==> config.mk <==
export PLATFORM = sky130hd
export DESIGN_NAME = grey_seg_display
export DESIGN_NICKNAME = d
export VERILOG_FILES = /design/src/rtl/grey_seg_display.sv
export SDC_FILE = /design/constraint.sdc
export NUM_CORES = 1
export LEC_CHECK = 0
export BUFFER_PORTS_ARGS = -buffer_cell sky130_fd_sc_hd__buf_2
export CAP_MARGIN = 20
export CORE_MARGIN = 2
export CORE_UTILIZATION = 40
export DETAILED_ROUTE_END_ITERATION = 16
export MAX_ROUTING_LAYER = met4
export SYNTH_ARGS = -nofsm -noshare
export SYNTH_HDL_FRONTEND = slang
export SYNTH_SLANG_ARGS = --single-unit
==> constraint.sdc <==
create_clock -name clk -period 5.1 [get_ports clk]
set_input_delay 1.53 -clock clk [delete_from_list [all_inputs] [get_ports clk]]
set_output_delay 1.53 -clock clk [all_outputs]
set_load 0.02 [all_outputs]
==> src/rtl/grey_seg_display.sv <==
// ---------------------------------------------------------------------------
// grey_seg_display: Gray-step checker, wrap counter and two-digit 7-seg mux
// Revision: 1.0
// ---------------------------------------------------------------------------
`default_nettype none

module grey_seg_display #(
   parameter int REFRESH_DIV    = 16,
   parameter bit SEG_ACTIVE_LOW = 1'b1
) (
   input  logic       clk,
   input  logic       R,
   input  logic [3:0] gray,
   input  logic       ceo,
   output logic [3:0] bin,
   output logic [3:0] wraps,
   output logic       step,
   output logic       err,
   output logic [6:0] seg,
   output logic [1:0] dig_sel
);

   localparam logic [6:0]  SEG_OFF  = SEG_ACTIVE_LOW ? 7'h7F : 7'h00;
   localparam logic [15:0] PC_LAST  = 16'(REFRESH_DIV - 1);
   localparam logic [3:0]  GRAY_TOP = 4'b1000;

   function automatic logic [3:0] g2b(input logic [3:0] g);
      logic [3:0] b;
      b[3] = g[3];
      for (int i = 2; i >= 0; i--) begin
         b[i] = b[i+1] ^ g[i];
      end
      return b;
   endfunction

   function automatic logic [3:0] b2g(input logic [3:0] b);
      return b ^ (b >> 1);
   endfunction

   // Patterns are held in active-low gfedcba form and inverted at the output if needed.
   function automatic logic [6:0] decode(input logic [3:0] d);
      logic [6:0] p;
      case (d)
         4'h0: p = 7'b1000000;
         4'h1: p = 7'b1111001;
         4'h2: p = 7'b0100100;
         4'h3: p = 7'b0110000;
         4'h4: p = 7'b0011001;
         4'h5: p = 7'b0010010;
         4'h6: p = 7'b0000010;
         4'h7: p = 7'b1111000;
         4'h8: p = 7'b0000000;
         4'h9: p = 7'b0010000;
         4'hA: p = 7'b0001000;
         4'hB: p = 7'b0000011;
         4'hC: p = 7'b1000110;
         4'hD: p = 7'b0100001;
         4'hE: p = 7'b0000110;
         default: p = 7'b0001110;
      endcase
      return p;
   endfunction

   logic [3:0]  gray_q;
   logic        ceo_q;
   logic [3:0]  prev;
   logic [15:0] pc;

   logic [3:0]  nxt_gray;
   logic        step_ok;
   logic        step_bad;
   logic        ceo_bad;
   logic        pc_wrap;
   logic [3:0]  shown_digit;
   logic [6:0]  seg_pat;

   always_comb begin
      nxt_gray    = b2g(g2b(prev) + 4'd1);
      step_ok     = (gray_q == nxt_gray);
      step_bad    = (gray_q != prev) && !step_ok;
      ceo_bad     = ceo_q && (gray_q != GRAY_TOP);
      pc_wrap     = (pc == PC_LAST);
      shown_digit = (dig_sel == 2'b01) ? bin : wraps;
      seg_pat     = SEG_ACTIVE_LOW ? decode(shown_digit) : ~decode(shown_digit);
   end

   always_ff @(posedge clk) begin
      if (!R) begin
         gray_q  <= '0;
         ceo_q   <= 1'b0;
         prev    <= '0;
         bin     <= '0;
         wraps   <= '0;
         step    <= 1'b0;
         err     <= 1'b0;
         pc      <= '0;
         dig_sel <= 2'b01;
         seg     <= SEG_OFF;
      end else begin
         gray_q <= gray;
         ceo_q  <= ceo;
         prev   <= gray_q;
         bin    <= g2b(gray_q);
         step   <= step_ok;
         if (step_bad || ceo_bad) begin
            err <= 1'b1;
         end
         // CEO is a per-cycle enable: a held strobe counts every cycle.
         if (ceo_q) begin
            wraps <= wraps + 4'd1;
         end
         if (pc_wrap) begin
            pc      <= '0;
            dig_sel <= {dig_sel[0], dig_sel[1]};
         end else begin
            pc <= pc + 16'd1;
         end
         seg <= seg_pat;
      end
   end

endmodule

`default_nettype wire

==> results.tsv <==
metric	value	unit
CTS resizes	0	
Fmax achieved	397	MHz
synthesis-to-layout area growth	13.1	%
CTS tree	built	
Cell Chain, Critical Path	buf_2	
# rows	25	
H-tree levels	2	
# IOs	26	
CTS Buffer Depth	2	
CP max-delay cell	dfxtp_1	
Crit Path Class	flip-flop to output pin	
Crit path required time	3570	ps
IO Port Bufs	25	
Final Hold Fails	0	
largest net degree at the start of global routing	30	
drc violations	0	
final antenna-violating net count	0	
Least-Margin Pin Slew	686	ps
worst stage delay on the critical path	480	ps
DR WL/cell	11.8	um
most frequent cells in the layout	43 x dfxtp_1, 25 x buf_2, 22 x nor2_1	
FF+latch count, synth	43	
CP Launch Type	flip-flop	
Max Cap Viol	0	
Skew-Pair Late Insertion Delay	290	ps
core area	0.00475	mm^2
leakage power	0.961	nW
Max VDD drop	193	uV
Pre-Repair DR Iteration Count	4	
Ys Warns	0	
global-route wire length before repair	6040	um
Post-synth ARST share	0	%
most common cell after layout, fill and taps aside	dfxtp_1	
fin cells	297	
setup TNS	0	ps
post-synthesis sequential area ratio	43.3	%
RSZ-0062 raised after global routing	no	
Die W	74.5	um
crit end category	output pin	
die area	0.00555	mm^2
GRT overflow	0	
initial antenna violation count	0	
Vias	1393	
Die Span Y	74.5	um
Crit path buffers/inverters	1	
mapped cell area	0.00199	mm^2
final net count	246	
number of antenna diodes	0	
Pins Over Slew Limit	0	
Total GRT Usage	14.7	%
PD cells	309	mW/mm^2
Initial Util	41.8	%
cts hold-fix bufs	0	
Synth cell types	37	
Max-slew headroom	53.3	%
Hold/Removal Path Class	flip-flop to flip-flop	
root buf cell	clkbuf_8	
Filler cells	481	
routability cong.	0.732	
vias per cell	4.69	
DR iter-0 viols	68	
Post-DP HPWL	2470	um
Post-CTS Setup Bufs	0	
WL final	3520	um
Crit Path Max Fanout	6	
Cells after Synth	205	
Final Skew	6.17	ps
Avg Inst Size Synth	9.70	um^2
Period minus WS final	2520	ps
Post-synth EDFFs	0	
top_reg_cell synth	dfxtp_1	
Critical Path AT	990	ps
CP top delay family	flip-flops	
share of cells above drive strength 1	16.5	%
status	complete, no violations	
cts bufs inserted	5	
clk slew on worst S/H paths	80	ps
Final Setup Violations	0	
Tcrit/Tclk final	49.4	%
Inst Count DP	289	
# clock sinks	43	
Syn Nets	222	
area of the multi-input gates	0.00105	mm^2
FF/Latch Area	861	um^2
vias in the first global route	1364	
## final timing paths
path	slack, ps	start	endpoint	cells after the start
worst max register to register	2730	dig_sel[0]$_SDFFE_PN1P_	seg[3]$_SDFF_PN1_	6
worst min register to register	490	pc[0]$_SDFF_PP0_	pc[0]$_SDFF_PP0_	1
worst min-delay path	490	pc[0]$_SDFF_PP0_	pc[0]$_SDFF_PP0_	1
worst max-delay path	2580	bin[3]$_SDFF_PN0_	bin[3]	1
## metrics by stage
stage	power [mW]	cell area (um^2)	setup WS [ps]	utilization (%)	hold slack, ps
floorplan	0.444	1990	2880	-	430
global placement	0.468	2150	2520	45.2	446
detailed placement	0.470	2150	2460	45.2	487
CTS	0.709	2250	2550	47.3	506
global route	0.736	2250	2510	47.3	524
finish	0.697	2250	2580	47.3	494
## metal layers
metal | up-vias | global-route usage (%) | share of wire (%)
met4 | 0 | 4.37 | 1.1
li1 | 733 | - | -
met2 | 23 | 21.9 | 43
met1 | 632 | 18.6 | 52
met5 | - | - | 0
met3 | 5 | 5.42 | 3.6
## Yosys cell counts, drive strengths merged, types with 3 or more instances
cell     n  share of area [%]
ha      10                6.3
and2    14                4.4
o221ai   3                1.3
dfxtp   43                 43
xnor2   17                7.5
and3b    3                1.3
inv      7                1.3
nand2   10                1.9
mux2i    9                5.3
nor4     3               0.94
xor2    11                4.8
nor2    22                4.2
and3     3               0.94
nand4    5                1.6
buf      5                1.8
a21oi    5                1.3
o21ai    3               0.75
nor2b    5                1.9
clkbuf   3               0.57
nand3   10                2.5
## cell type report
class	count	area share, %
Clock buffer	8	4.45
Multi-Input combinational cell	147	46.9
Timing Repair Buffer	25	5.56
Tap cell	67	3.72
Inverter	7	1.17
Sequential cell	43	38.2
## power by group
| group | total, mW | switching, mW | leakage (nW) | internal [mW] |
|---|---|---|---|---|
| Combinational | 0.0968 | 0.0542 | 0.556 | 0.0426 |
| Clock | 0.235 | 0.112 | 0.0515 | 0.124 |
| Sequential | 0.365 | 0.0122 | 0.353 | 0.352 |
| Total | 0.697 | 0.178 | 0.961 | 0.519 |
## kinds of logic (layout without fill, tap and decap cells)
group / Yosys count / in the layout / share of synthesized area, %
compound gates: 16 / 16 / 5.22
xor+xnor: 28 / 28 / 12.3
fa+ha+maj: 10 / 10 / 6.29
buf+inv: 15 / 40 / 3.71
flops: 43 / 43 / 43.3
mux: 12 / 12 / 7.61
simple gates: 81 / 81 / 21.6
## sequential cells by signal, indices dropped and copies added, names as in the netlist
signal   flops
step         1
ceo_q        1
dig_sel      2
gray_q       4
wraps        4
err          1
bin          4
prev         3
seg          7
pc          16
Power figures use the tool's default switching activity.
